[src/rtl/wb_stage_mc.sv]
// wb_stage_mc: multi-source MIPS write-back stage.
// Picks one of four result sources, registers the register-file write, suppresses
// writes to r0, and stalls the pipeline while a DSP result is outstanding. The DSP
// wait gives up after TIMEOUT_CYC stalled cycles.
// Optional feature macro: WB_LOAD_EXT_EN adds byte/half load alignment and
// sign/zero extension on the memory source; without it Memory_Data passes straight through.
module wb_stage_mc #(
   parameter int DATA_W      = 32,
   parameter int ADDR_W      = 5,
   parameter int TIMEOUT_CYC = 16
) (
   input  logic              clk,
   input  logic              reset,
   input  logic              Valid_in,
   input  logic              Flush,
   input  logic              Reg_Write_En_in,
   input  logic [ADDR_W-1:0] Addr_Write_Reg_in,
   input  logic [1:0]        WB_Sel,
   input  logic [DATA_W-1:0] ALU_Data,
   input  logic [DATA_W-1:0] Memory_Data,
   input  logic [DATA_W-1:0] Link_Data,
   input  logic [DATA_W-1:0] Dsp_Data,
   input  logic              Dsp_Ready,
`ifdef WB_LOAD_EXT_EN
   input  logic [1:0]        Load_Size,
   input  logic              Load_Signed,
   input  logic [1:0]        Byte_Off,
`endif
   output logic              Stall_out,
   output logic              Dsp_Timeout,
   output logic              Reg_Write_En_out,
   output logic [ADDR_W-1:0] Addr_Write_Reg_out,
   output logic [DATA_W-1:0] Reg_Write_Data_out
);

   localparam int CNT_W = $clog2(TIMEOUT_CYC + 1);
   localparam logic [CNT_W-1:0] CNT_ONE  = CNT_W'(1);
   localparam logic [CNT_W-1:0] CNT_LAST = CNT_W'(TIMEOUT_CYC - 1);

   typedef enum logic [0:0] {
      S_IDLE     = 1'b0,
      S_WAIT_DSP = 1'b1
   } state_t;

   state_t              state_q, state_d;
   logic [CNT_W-1:0]    cnt_q, cnt_d;
   logic [ADDR_W-1:0]   wait_addr_q, wait_addr_d;
   logic                en_q, en_d;
   logic [ADDR_W-1:0]   addr_q, addr_d;
   logic [DATA_W-1:0]   data_q, data_d;
   logic                timeout_q, timeout_d;
   logic                stall;
   logic                dsp_wait_start;
   logic [DATA_W-1:0]   mem_res;
   logic [DATA_W-1:0]   sel_data;

`ifdef WB_LOAD_EXT_EN
   logic [DATA_W-1:0]   mem_shift;

   // Align the addressed byte/half to bit 0, then sign or zero extend it
   always_comb begin
      mem_shift = Memory_Data;
      mem_res   = Memory_Data;
      case (Load_Size)
         2'd0: begin
            mem_shift = Memory_Data >> {Byte_Off, 3'b000};
            mem_res   = Load_Signed ? {{(DATA_W-8){mem_shift[7]}}, mem_shift[7:0]}
                                    : {{(DATA_W-8){1'b0}}, mem_shift[7:0]};
         end
         2'd1: begin
            mem_shift = Byte_Off[1] ? (Memory_Data >> 16) : Memory_Data;
            mem_res   = Load_Signed ? {{(DATA_W-16){mem_shift[15]}}, mem_shift[15:0]}
                                    : {{(DATA_W-16){1'b0}}, mem_shift[15:0]};
         end
         default: begin
            mem_shift = Memory_Data;
            mem_res   = Memory_Data;
         end
      endcase
   end
`else
   // Word loads only: memory data is written back unmodified
   always_comb begin
      mem_res = Memory_Data;
   end
`endif

   // Result source multiplexer
   always_comb begin
      sel_data = ALU_Data;
      case (WB_Sel)
         2'd0:    sel_data = ALU_Data;
         2'd1:    sel_data = mem_res;
         2'd2:    sel_data = Link_Data;
         default: sel_data = Dsp_Data;
      endcase
   end

   // A writing DSP instruction whose result is not ready yet must wait
   always_comb begin
      dsp_wait_start = Valid_in & Reg_Write_En_in & (WB_Sel == 2'd3) & ~Dsp_Ready & ~Flush;
   end

   // Next-state logic for the FSM, timeout counter and registered write port
   always_comb begin
      state_d     = state_q;
      cnt_d       = cnt_q;
      wait_addr_d = wait_addr_q;
      en_d        = 1'b0;
      addr_d      = addr_q;
      data_d      = data_q;
      timeout_d   = 1'b0;
      stall       = 1'b0;
      if (state_q == S_IDLE) begin
         addr_d = Addr_Write_Reg_in;
         data_d = sel_data;
         if (dsp_wait_start) begin
            // The entry cycle counts as the first stalled cycle of the wait
            stall       = 1'b1;
            state_d     = S_WAIT_DSP;
            cnt_d       = CNT_ONE;
            wait_addr_d = Addr_Write_Reg_in;
         end else begin
            en_d = Valid_in & Reg_Write_En_in & (Addr_Write_Reg_in != '0) & ~Flush;
         end
      end else begin
         stall = 1'b1;
         if (Flush) begin
            state_d = S_IDLE;
            cnt_d   = '0;
         end else if (Dsp_Ready) begin
            en_d    = (wait_addr_q != '0);
            addr_d  = wait_addr_q;
            data_d  = Dsp_Data;
            state_d = S_IDLE;
            cnt_d   = '0;
         end else if (cnt_q >= CNT_LAST) begin
            timeout_d = 1'b1;
            state_d   = S_IDLE;
            cnt_d     = '0;
         end else begin
            cnt_d = cnt_q + CNT_ONE;
         end
      end
   end

   // State and output registers; reset drops any pending DSP wait immediately
   always_ff @(posedge clk or negedge reset) begin
      if (!reset) begin
         state_q     <= S_IDLE;
         cnt_q       <= '0;
         wait_addr_q <= '0;
         en_q        <= 1'b0;
         addr_q      <= '0;
         data_q      <= '0;
         timeout_q   <= 1'b0;
      end else begin
         state_q     <= state_d;
         cnt_q       <= cnt_d;
         wait_addr_q <= wait_addr_d;
         en_q        <= en_d;
         addr_q      <= addr_d;
         data_q      <= data_d;
         timeout_q   <= timeout_d;
      end
   end

   // Stall is combinational so the stage can hold upstream in the entry cycle; reset masks it
   always_comb begin
      Stall_out          = stall & reset;
      Dsp_Timeout        = timeout_q;
      Reg_Write_En_out   = en_q;
      Addr_Write_Reg_out = addr_q;
      Reg_Write_Data_out = data_q;
   end

endmodule
[config.mk]
export PLATFORM = sky130hd
export DESIGN_NAME = wb_stage_mc
export DESIGN_NICKNAME = d
export VERILOG_FILES = /design/src/rtl/wb_stage_mc.sv
export SDC_FILE = /design/constraint.sdc
export NUM_CORES = 1
export LEC_CHECK = 0
export ABC_AREA = 1
export BUFFER_PORTS_ARGS = -buffer_cell sky130_fd_sc_hd__buf_2
export CAP_MARGIN = 5
export CORE_MARGIN = 1
export CORE_UTILIZATION = 45
export CTS_BUF_LIST = sky130_fd_sc_hd__clkbuf_8
export CTS_CLUSTER_DIAMETER = 30
export DETAILED_ROUTE_END_ITERATION = 12
export PLACE_DENSITY = 0.84
export SLEW_MARGIN = 40
export SYNTH_ARGS = -nofsm -noshare
export SYNTH_HDL_FRONTEND = slang
export SYNTH_SLANG_ARGS = --single-unit
[constraint.sdc]
create_clock -name clk -period 2 [get_ports clk]
set_input_delay 0.3 -clock clk [delete_from_list [all_inputs] [get_ports clk]]
set_output_delay 0.3 -clock clk [all_outputs]
set_load 0.1 [all_outputs]
-- Word level (Yosys, flattened, before mapping)
Index checks and enable logic that the tools add are counted.
- $add $sub $neg: 1
- order comparisons: 1
- equal/unequal tests: 5
- mux-type cells: 26
- bitwise gates (word level): 10
- reduce and logical (&&, ||, !) cells: 6
- operator list (operator ; count):
    32-bit two-way mux ; 3
    32-bit case mux with 3 select lines ; 1
    5-bit two-way mux ; 8
    1-bit two-way mux ; 14
    5-bit nonzero test ; 2
    1-bit AND ; 7
    5-bit by 1-bit adder with 5-bit output (second input constant) ; 1
    5-bit by 4-bit greater-or-equal comparator with 1-bit output (second input constant) ; 1
    2-bit == test (second input constant) ; 2
    2-bit != test (second input constant) ; 2
    2-bit AND reduction ; 2
    1-bit NOT ; 3
    2-bit by 1-bit == test with 1-bit output (second input constant) ; 1
    2-bit logical NOT ; 1
    2-bit nonzero test ; 1
- register bits: 50
- input port bits: 141
- logic and storage cells: 56

-- Longest topological paths before layout
Gate-level depths: netlist (run 1).
- depth in word-level cells: 7
- mapped depth: 9

-- Worst setup path before layout (run 1)
OpenSTA, ideal clock, no wires.
- path kind: register to output
- start point: register state_q
- end point: output port Stall_out
- data arrival time: 2.135 ns
- data required time: 1.700 ns
- slack: -0.435 ns
- cell stages (with the launch flop): 7
- path through: dfrtp_1 -> buf_2 -> inv_2 -> buf_6 -> nand2_1 -> inv_1 -> nor2_1
- longest elaborated chain between the ends: 2
- RTL lines (item ; RTL line ; source):
    start: declaration ; 45 ; state_t state_q, state_d;
    start signal: assignment ; 158 ; state_q <= state_d;
    1-bit two-way mux ; 114 ; if (state_q == S_IDLE) begin
    1-bit AND ; 170 ; Stall_out = stall & reset;
    end: declaration ; 29 ; output logic Stall_out,
Every way passes these cells.

-- Final worst setup path (run 1)
Same ends and word-level chain as after synthesis.

==> results of run 1 <==
-- layer usage --
metal  share of wire, %  GRT usage (%)
met3                8.3           7.36
met5                  0              0
met1                 40           31.4
met4                1.2           8.77
met2                 51           49.0
-- state kept, by name, summed over array words and instances, names as in the netlist --
name	flops
Addr_Write_Reg_out	5
Dsp_Timeout	1
Reg_Write_Data_out	32
Reg_Write_En_out	1
cnt_q	5
state_q	1
wait_addr_q	5
-- metrics by stage --
stage	setup WS, ps	cell area (sq um)	power, mW	util [%]
detailed placement	363	3870	2.32	63.4
global placement	387	3870	2.31	63.4
global route	159	3940	3.00	64.7
CTS	243	3940	2.87	64.7
floorplan	22.7	2920	2.00	-
finish	257	3940	2.84	64.7
-- layout by cell type, fill, tap and decap left out, drive strengths merged --
master / instances
nor2: 23
clkbuf: 5
buf: 188
nand3b: 1
a21oi: 8
nand3: 85
nor3: 1
ha: 2
dfrtp: 50
o21ai: 16
nand4: 3
inv: 22
a21boi: 1
nand2: 191
a31oi: 5
-- cell usage after synthesis (all sizes together) --
cell and number:
a21boi 1, buf 24, nor2 23, nand3 85
o21ai 16, a21oi 8, nand3b 1, a31oi 5
dfrtp 50, ha 2, nand4 3, inv 20
nand2 191, nor3 1
-- power breakdown --
group          switching [mW]  leakage [nW]  internal, mW  total, mW
sequential             0.0672         0.630          1.11       1.18
combinational           0.869          1.57         0.253       1.12
clock                   0.310        0.0466         0.232      0.542
-- cell type report --
type / count / area share (%)
Timing Repair Buffer: 188 / 24.8
Clock buffer: 5 / 1.75
Inverter: 20 / 1.90
Tap cell: 75 / 2.38
Sequential cell: 50 / 31.7
Clock inverter: 2 / 0.190
Multi-Input combinational cell: 336 / 37.3
-- worst max path at each step --
stage | start | end | cells after the start | slack, ps
2_1_floorplan | state_q$_DFF_PN0_ | Stall_out | 6 | 20
3_3_place_gp | state_q$_DFF_PN0_ | Reg_Write_Data_out[23]$_DFFE_PN0P_ | 5 | 390
3_5_place_dp | state_q$_DFF_PN0_ | Reg_Write_Data_out[23]$_DFFE_PN0P_ | 5 | 360
4_1_cts | state_q$_DFF_PN0_ | Stall_out | 5 | 240
5_1_grt | state_q$_DFF_PN0_ | Stall_out | 5 | 160
6_report | state_q$_DFF_PN0_ | Stall_out | 5 | 260
-- cells by family after synthesis --
kind of cell	after synthesis
adder cells (fa/ha/maj)	2
flip-flops	50
buffers and inverters	44
AND/OR/NAND/NOR	304
AO/OA/AOI/OAI	30
==> flow_metrics.env, run 1 <==
export IMPL_area_growth_pct=35.4
export IMPL_pwr_density_cell_nw_per_um2=721
export IMPL_dieArea_sq_um=6800
export IMPL_fp_coreArea_sq_um=6100
export IMPL_drive_above_1_share_pct=34.3
export IMPL_ys_ff_latch=50
export IMPL_clock_root_buffer="clkbuf_8"
export IMPL_postSynthCellCount=430
export IMPL_first_global_vias=3161
export IMPL_critical_path_top_delay_family="flip-flops"
export IMPL_dr_pass1_iters=5
export IMPL_antenna_found_initial=0
export IMPL_grt_overflow_total=0
export IMPL_cts_buffer_depth=2
export IMPL_r2r_start="state_q$_DFF_PN0_"
export IMPL_worst_path_largest_cell_delay_ps=480
export IMPL_multi_input_area_sq_um=1470
export IMPL_grt_usage_pct=27.4
export IMPL_synth_xor_area_share_pct=0
export IMPL_critPathSlowestCell="dfrtp_1"
export IMPL_fin_tns_setup_ps=0
export IMPL_vdd_drop_max_mv=0.449
export IMPL_reg2reg_depth=5
export IMPL_grt_pass1_wl_um=14100
export IMPL_ys_types=21
export IMPL_synth_simple_area_share_pct=43.6
export IMPL_clock_sinks=50
export IMPL_cp_start_kind="flip-flop"
export IMPL_hold_violations=0
export IMPL_rr_endpoint="Addr_Write_Reg_out[4]$_DFFE_PN0P_"
export IMPL_grt_max_degree=51
export IMPL_dp_hpwl_um=6930
export IMPL_cts_repair_resized=0
export IMPL_crit_required_ps=1700
export IMPL_status="finished clean"
export IMPL_cp_cell_sequence="inv_2 -> nand2_1 -> inv_1 -> nor2_2 -> buf_12"
export IMPL_die_height_um=82.5
export IMPL_maxCapViolCount=0
export IMPL_worst_pin_slew_ps=673
export IMPL_rows=28
export IMPL_hold_slack_ps=145
export IMPL_fmax_mhz=574
export IMPL_htree_levels=2
export IMPL_die_width_um=82.5
export IMPL_numCtsBuffers=5
export IMPL_wl_um=9320
export IMPL_cts_reportedPaths_clkPinSlew_ps=80
export IMPL_synth_adder_area_share_pct=0.859
export IMPL_final_cells=676
export IMPL_min_period_over_period_pct=87.1
export IMPL_place_inst=669
export IMPL_critPathCaptureType="output pin"
export IMPL_grt_setup_unrepaired="no"
export IMPL_cp_arrival_ps=1440
export IMPL_port_buffers=180
export IMPL_postCtsSetupBuffers=0
export IMPL_relSlewSlack_pct=55.1
export IMPL_skew_ps=3.88
export IMPL_synthMuxAreaShare_pct=0
export IMPL_fillers=569
export IMPL_synthesis_area_sq_um=2910
export IMPL_register_area_sq_um=1250
export IMPL_yosys_area_top_type="dfrtp_1"
export IMPL_wl_per_cell_um=13.8
export IMPL_synthTopCellsByArea="dfrtp_1, nand2_1, nand3_1, buf_2, nor2_1"
export IMPL_yosysWarnings=0
export IMPL_drtAntennaViolNets=0
export IMPL_drc_errors=0
export IMPL_p_leak_nw=2.25
export IMPL_syn_avg_cell_area_sq_um=6.77
export IMPL_drt_iter0_drc=105
export IMPL_reg2reg_slack_ps=310
export IMPL_tritoncts="built"
export IMPL_yosysSeqAreaShare_pct=43.0
export IMPL_finalSetupViolCount=0
export IMPL_antenna_cells=0
export IMPL_drv_slew=0
export IMPL_hp_class="input port to asynchronous set/reset pin"
export IMPL_crit_fanout=11
export IMPL_min_period_ps=1740
export IMPL_worstSkewPairLatency_ps=290
export IMPL_path_buf_inv=3
export IMPL_synth_top_family_by_area="simple AND/OR/NAND/NOR gates"
export IMPL_synth_top_area_share_pct=43.0
export IMPL_holdBufCountCts=0
export IMPL_vias=3486
export IMPL_path_class="flip-flop to output pin"
export IMPL_top_level_ports=181
export IMPL_start_util_pct=47.8
export IMPL_synth_compound_area_share_pct=5.58
export IMPL_synth_fp_nets=573
export IMPL_place_gp_congestion=0.821
export IMPL_num_nets_final=744
export IMPL_via_per_inst=5.16
Note: power is estimated with default switching activity, not from simulation.
==> run 2: changes to the inputs <==
==> constraint.sdc (replaced) <==
create_clock -name clk -period 2 [get_ports clk]
set_input_delay 0.6 -clock clk [delete_from_list [all_inputs] [get_ports clk]]
set_output_delay 0.6 -clock clk [all_outputs]
set_load 0.1 [all_outputs]
==> run 2 against run 1 <==
  * Sequential share of layout area fell by 1.2 points
  * First-iteration DRC count increased by 78%
  * Clock power rose by 6.5%
  * Core utilization rose by 2.6 points
  * Hold slack better by 290 ps
  * Cell count increased by 2.1%
  * Global-route usage rose by 0.48 points
  * Register-to-register slack better by 50 ps
  * Critical endpoint unchanged
  * Power up 2.1%
==> flow_metrics.env, run 2 (synthesized netlist as in run 1, its figures left out) <==
export IMPL_status="finished clean"
export IMPL_relSlewSlack_pct=52.4
export IMPL_worstSkewPairLatency_ps=300
export IMPL_die_width_um=82.5
export IMPL_internal_power_mw=1.63
export IMPL_path_class="input port to output pin"
export IMPL_skew_ps=2.29
export IMPL_fp_coreArea_sq_um=6100
export IMPL_antenna_cells=0
export IMPL_critPathSlowestCell="buf_12"
export IMPL_area_growth_pct=40.8
export IMPL_largest_register_ff_count=32
export IMPL_startpoint="Flush"
export IMPL_port_buffers=180
export IMPL_grt_max_degree=51
export IMPL_dr_pass1_iters=4
export IMPL_hp_class="input port to asynchronous set/reset pin"
export IMPL_switching_share_pct=44.0
export IMPL_final_common_cell="nand2_1"
export IMPL_worst_pin_slew_ps=715
export IMPL_grt_overflow_total=0
export IMPL_htree_levels=2
export IMPL_combPwrFrac_pct=39.5
export IMPL_num_nets_final=758
export IMPL_fmax_mhz=507
export IMPL_min_period_ps=1970
export IMPL_crit_required_ps=1400
export IMPL_cp_start_kind="input port"
export IMPL_dieArea_sq_um=6800
export IMPL_numCtsBuffers=5
export IMPL_tritoncts="built"
export IMPL_first_global_vias=3296
export IMPL_antenna_found_initial=0
export IMPL_clock_root_buffer="clkbuf_8"
export IMPL_drtAntennaViolNets=0
export IMPL_finalSetupViolCount=0
export IMPL_drc_errors=0
export IMPL_hold_slack_ps=439
export IMPL_fin_ws_ps=29.3
export IMPL_p_leak_nw=2.32
export IMPL_via_per_inst=5.09
export IMPL_r2r_start="cnt_q[0]$_DFFE_PN0P_"
export IMPL_min_period_over_period_pct=98.5
export IMPL_cts_buffer_depth=2
export IMPL_top_level_ports=181
export IMPL_cp_cell_sequence="buf_8 -> inv_12 -> nand2_4 -> nor2_4 -> nand2_2 -> nand2_2 -> inv_2 -> nor2_4 -> buf_12"
export IMPL_vdd_drop_max_mv=0.566
export IMPL_dp_hpwl_um=7050
export IMPL_die_height_um=82.5
export IMPL_grt_setup_unrepaired="yes"
export IMPL_power_frac_clock_pct=19.9
export IMPL_pwr_density_cell_nw_per_um2=708
export IMPL_place_gp_congestion=0.829
export IMPL_p_switching_mw=1.28
export IMPL_crit_fanout=2
export IMPL_place_ws_ps=-74.4
export IMPL_hold_violations=0
export IMPL_grt_pass1_wl_um=14300
export IMPL_start_util_pct=47.8
export IMPL_cts_reportedPaths_clkPinSlew_ps=90
export IMPL_maxCapViolCount=0
export IMPL_worst_path_largest_cell_delay_ps=180
export IMPL_clock_sinks=50
export IMPL_grt_usage_pct=27.8
export IMPL_drive_above_1_share_pct=37.4
export IMPL_rows=28
export IMPL_drv_slew=0
export IMPL_final_cell_mix="nand2_1, buf_2, nand3_1"
export IMPL_critPathCaptureType="output pin"
export IMPL_p_seq_share_pct=40.6
export IMPL_vias=3515
export IMPL_cp_arrival_ps=1370
export IMPL_drt_iter0_drc=187
export IMPL_wl_per_cell_um=13.8
export IMPL_wl_um=9520
==> run 2: worst paths after layout <==
kind / depth (start not counted) / slack, ps / to
hold reg to reg: 2 / 500 / Reg_Write_Data_out[23]$_DFFE_PN0P_
setup reg to reg: 9 / 360 / cnt_q[2]$_DFFE_PN0P_
min in group clk: 2 / 500 / Reg_Write_Data_out[23]$_DFFE_PN0P_
hold / removal: 2 / 440 / Addr_Write_Reg_out[0]$_DFFE_PN0P_
max in group asynchronous: 2 / 1120 / Reg_Write_Data_out[31]$_DFFE_PN0P_
setup / recovery: 9 / 30 / Stall_out
==> run 2: worst max-delay path: cells and delay by family <==
family / cells / cell delay (ps)
simple gates: 5 / 400
buf+inv: 4 / 380
==> run 2: routing by layer <==
layer	part of all wire [%]	global-route usage, %	wire (um)
met1	39	31.4	3760
met2	51	50.3	4860
met5	0	0	0
met3	8.5	7.69	813
met4	0.97	9.12	92
==> run 2: what timing repair did <==
action | CTS | global route
gates resized for setup | 4 | 5
pin swaps | 2 | 0
hold buffers | 0 | 0
endpoints found under the setup margin | 1 | 1
setup buffers | 1 | 0
==> run 2: area by class of cell <==
cell class                 instances  area, sq um
clock buffer                       5         68.8
tap                               75         93.8
inverter                          20         87.6
timing repair buffer             202         1090
fill                             516         2000
sequential                        50         1250
multi-input combinational        336         1490
clock inverter                     2         15.0
==> run 2: power by group through the flow <==
stage	clock, mW	combinational [mW]	sequential, mW
after global routing	0.643	1.22	1.19
final	0.577	1.15	1.18
after CTS	0.602	1.15	1.18
after detailed placement	0	1.14	1.20
after floorplan	0	0.233	1.77
after global placement	0	1.13	1.19
==> run 2: per-stage QoR <==
stage | utilization, % | total power [mW] | TNS [ps] | cell area, sq um | instances
2_1_floorplan | - | 2.00 | -164 | 2940 | 430
3_3_place_gp | 65.3 | 2.32 | -84.9 | 3980 | 682
3_5_place_dp | 65.3 | 2.34 | -74.4 | 3980 | 682
4_1_cts | 67.0 | 2.93 | 0 | 4080 | 690
5_1_grt | 67.3 | 3.06 | -36.0 | 4100 | 690
6_report | 67.3 | 2.90 | 0 | 4100 | 690
==> run 3: changes to the inputs <==
--- a/config.mk
+++ b/config.mk
@@ -5,15 +5,14 @@
 export SDC_FILE = /design/constraint.sdc
 export NUM_CORES = 1
 export LEC_CHECK = 0
-export ABC_AREA = 1
 export BUFFER_PORTS_ARGS = -buffer_cell sky130_fd_sc_hd__buf_2
 export CAP_MARGIN = 5
 export CORE_MARGIN = 1
-export CORE_UTILIZATION = 45
+export CORE_UTILIZATION = 44
 export CTS_BUF_LIST = sky130_fd_sc_hd__clkbuf_8
 export CTS_CLUSTER_DIAMETER = 30
 export DETAILED_ROUTE_END_ITERATION = 12
-export PLACE_DENSITY = 0.84
+export PLACE_DENSITY = 0.83
 export SLEW_MARGIN = 40
 export SYNTH_ARGS = -nofsm -noshare
 export SYNTH_HDL_FRONTEND = slang
==> run 3 against run 2 <==
  * The flow now finishes with violations (setup timing)
  * Clock power grew 21%
  * Clock-buffer cell count is the same
  * First-iteration DRC count shrank 40%
  * Combinational power is essentially flat
  * Clock skew grew 7.0 ps
  * Via count shrank 12%
  * Sequential share of layout area grew 0.12 points
  * Sequential cell count is the same
  * Routed wire length shrank 11%
  * Largest power group unchanged
  * Power grew 3.3%
==> flow_metrics.env, run 3 <==
export IMPL_status="finished with violations"
export IMPL_violations="setup timing"
export IMPL_relSlewSlack_pct=58.2
export IMPL_synth_xor_area_share_pct=0
export IMPL_area_growth_pct=45.2
export IMPL_p_seq_share_pct=39.2
export IMPL_skew_ps=9.26
export IMPL_crit_fanout=2
export IMPL_syn_avg_cell_area_sq_um=9.22
export IMPL_grt_pass1_wl_um=13300
export IMPL_combPwrFrac_pct=37.5
export IMPL_holdBufCountCts=0
export IMPL_dr_pass1_iters=4
export IMPL_synthTopCellsByArea="dfrtp_1, mux2i_1, a22oi_1, o21ai_0, a21oi_1"
export IMPL_fin_ws_ps=-91.6
export IMPL_synth_top_family_by_area="compound AO/OA/AOI/OAI gates"
export IMPL_num_nets_final=634
export IMPL_wl_per_cell_um=15.0
export IMPL_grt_overflow_total=0
export IMPL_synthMuxAreaShare_pct=13.8
export IMPL_wl_um=8500
export IMPL_numCtsBuffers=5
export IMPL_finalSetupViolCount=1
export IMPL_synth_simple_area_share_pct=12.6
export IMPL_cts_reportedPaths_clkPinSlew_ps=80
export IMPL_switching_share_pct=40.7
export IMPL_top_level_ports=181
export IMPL_place_ws_ps=-180
export IMPL_critPathCaptureType="output pin"
export IMPL_internal_power_mw=1.78
export IMPL_cts_buffer_depth=2
export IMPL_worst_pin_slew_ps=627
export IMPL_yosys_top_cells_count="dfrtp_1, nor2_1, o21ai_0"
export IMPL_port_buffers=180
export IMPL_drt_iter0_drc=112
export IMPL_vias=3084
export IMPL_yosysSeqAreaShare_pct=44.5
export IMPL_crit_required_ps=1400
export IMPL_hold_slack_ps=435
export IMPL_hp_class="input port to asynchronous set/reset pin"
export IMPL_placed_area_sq_um=3920
export IMPL_dieArea_sq_um=6720
export IMPL_yosysMostFrequentCell="dfrtp_1"
export IMPL_synth_top_area_share_pct=44.5
export IMPL_largest_register_ff_count=32
export IMPL_start_util_pct=46.7
export IMPL_grt_usage_pct=26.1
export IMPL_hold_violations=0
export IMPL_die_width_um=82.0
export IMPL_clock_sinks=50
export IMPL_fmax_mhz=478
export IMPL_p_switching_mw=1.22
export IMPL_rows=28
export IMPL_final_common_cell="buf_2"
export IMPL_yosysWarnings=0
export IMPL_dp_hpwl_um=6390
export IMPL_synth_compound_area_share_pct=23.8
export IMPL_drv_slew=0
export IMPL_clock_root_buffer="clkbuf_8"
export IMPL_total_power_mw=3.00
export IMPL_synth_edf_count=0
export IMPL_ys_flop_type="dfrtp_1"
export IMPL_worstSkewPairLatency_ps=300
export IMPL_cp_arrival_ps=1490
export IMPL_htree_levels=2
export IMPL_synth_fp_nets=448
export IMPL_stdcell_area_sq_um=4080
export IMPL_synthesis_area_sq_um=2810
export IMPL_tritoncts="built"
export IMPL_vdd_drop_max_mv=0.532
export IMPL_first_global_vias=3017
export IMPL_postSynthCellCount=305
export IMPL_fp_coreArea_sq_um=6030
export IMPL_maxCapViolCount=0
export IMPL_ys_types=36
export IMPL_grt_max_degree=51
export IMPL_power_frac_clock_pct=23.3
export IMPL_drc_errors=0
export IMPL_yosys_area_top_type="dfrtp_1"
export IMPL_via_per_inst=5.44
export IMPL_cp_start_kind="input port"
export IMPL_fin_util_pct=67.8
export IMPL_synthArstFlopShare_pct=100
export IMPL_ys_ff_latch=50
export IMPL_grt_setup_unrepaired="yes"
export IMPL_path_class="input port to output pin"
export IMPL_drive_above_1_share_pct=45.3
export IMPL_final_cell_mix="buf_2, dfrtp_1, nor2_1"
export IMPL_antenna_cells=0
export IMPL_antenna_found_initial=0
export IMPL_pwr_density_cell_nw_per_um2=734
export IMPL_min_period_ps=2090
export IMPL_place_gp_congestion=0.906
export IMPL_p_leak_nw=2.08
export IMPL_drtAntennaViolNets=0
export IMPL_die_height_um=82.0
export IMPL_synth_adder_area_share_pct=0.890
export IMPL_min_period_over_period_pct=105
-- run 3: logic make-up (layout without fill, tap and decap cells) --
family                     after synthesis  after routing
adders and majority gates                2              2
and+or+nand+nor                         75             75
buffers and inverters                   28            215
DFF                                     50             50
AOI/OAI and AO/OA                      112            112
muxes                                   38             38
-- run 3: cell type report --
cell class / count / area, sq um
Fill cell: 516 / 1940
Clock inverter: 3 / 40.0
Tap cell: 75 / 93.8
Multi-Input combinational cell: 227 / 1480
Sequential cell: 50 / 1250
Timing Repair Buffer: 202 / 1130
Clock buffer: 5 / 68.8
Inverter: 5 / 18.8
-- run 3: timing repair --
action                     in CTS  in global routing
pin swaps                       1                  2
setup endpoints to repair       1                  2
gates resized for setup         5                  2
buffers inserted                1                  2
-- run 3: through the flow --
stage | std cells | TNS (ps)
CTS | 565 | -101
floorplan | 305 | -318
detailed placement | 556 | -424
finish | 567 | -91.6
global placement | 556 | -288
global route | 567 | -110
-- run 3: worst max-delay path, cell delays in order --
cell and delay, ps:
buf_6 90, o41a_1 460, nor2b_4 150, buf_12 180
-- run 3: per-layer routing --
metal / wire, um / GRT usage (%)
met1: 3360 / 28.6
met2: 4360 / 48.8
met3: 652 / 5.22
met4: 138 / 10.0
met5: 0 / 0
-- run 3: final timing paths --
| path | from | endpoint | slack, ps | depth (start not counted) |
|---|---|---|---|---|
| setup / recovery | Flush | Stall_out | -90 | 4 |
| hold / removal | reset | Reg_Write_Data_out[14]$_DFFE_PN0P_ | 430 | 2 |
| setup reg to reg | cnt_q[0]$_DFFE_PN0P_ | cnt_q[3]$_DFFE_PN0P_ | 150 | 7 |
| hold reg to reg | Reg_Write_Data_out[6]$_DFFE_PN0P_ | Reg_Write_Data_out[6]$_DFFE_PN0P_ | 510 | 2 |
| max in group asynchronous | reset | Reg_Write_Data_out[17]$_DFFE_PN0P_ | 1130 | 2 |
| min in group clk | Reg_Write_Data_out[6]$_DFFE_PN0P_ | Reg_Write_Data_out[6]$_DFFE_PN0P_ | 510 | 2 |
-- run 3: power by group through the flow --
stage          clock network [mW]  logic [mW]  registers [mW]
6_report                    0.698        1.12            1.18
3_3_place_gp                    0        1.10            1.19
2_1_floorplan                   0       0.236            1.75
5_1_grt                     0.759        1.19            1.19
3_5_place_dp                    0        1.12            1.19
4_1_cts                     0.720        1.13            1.18
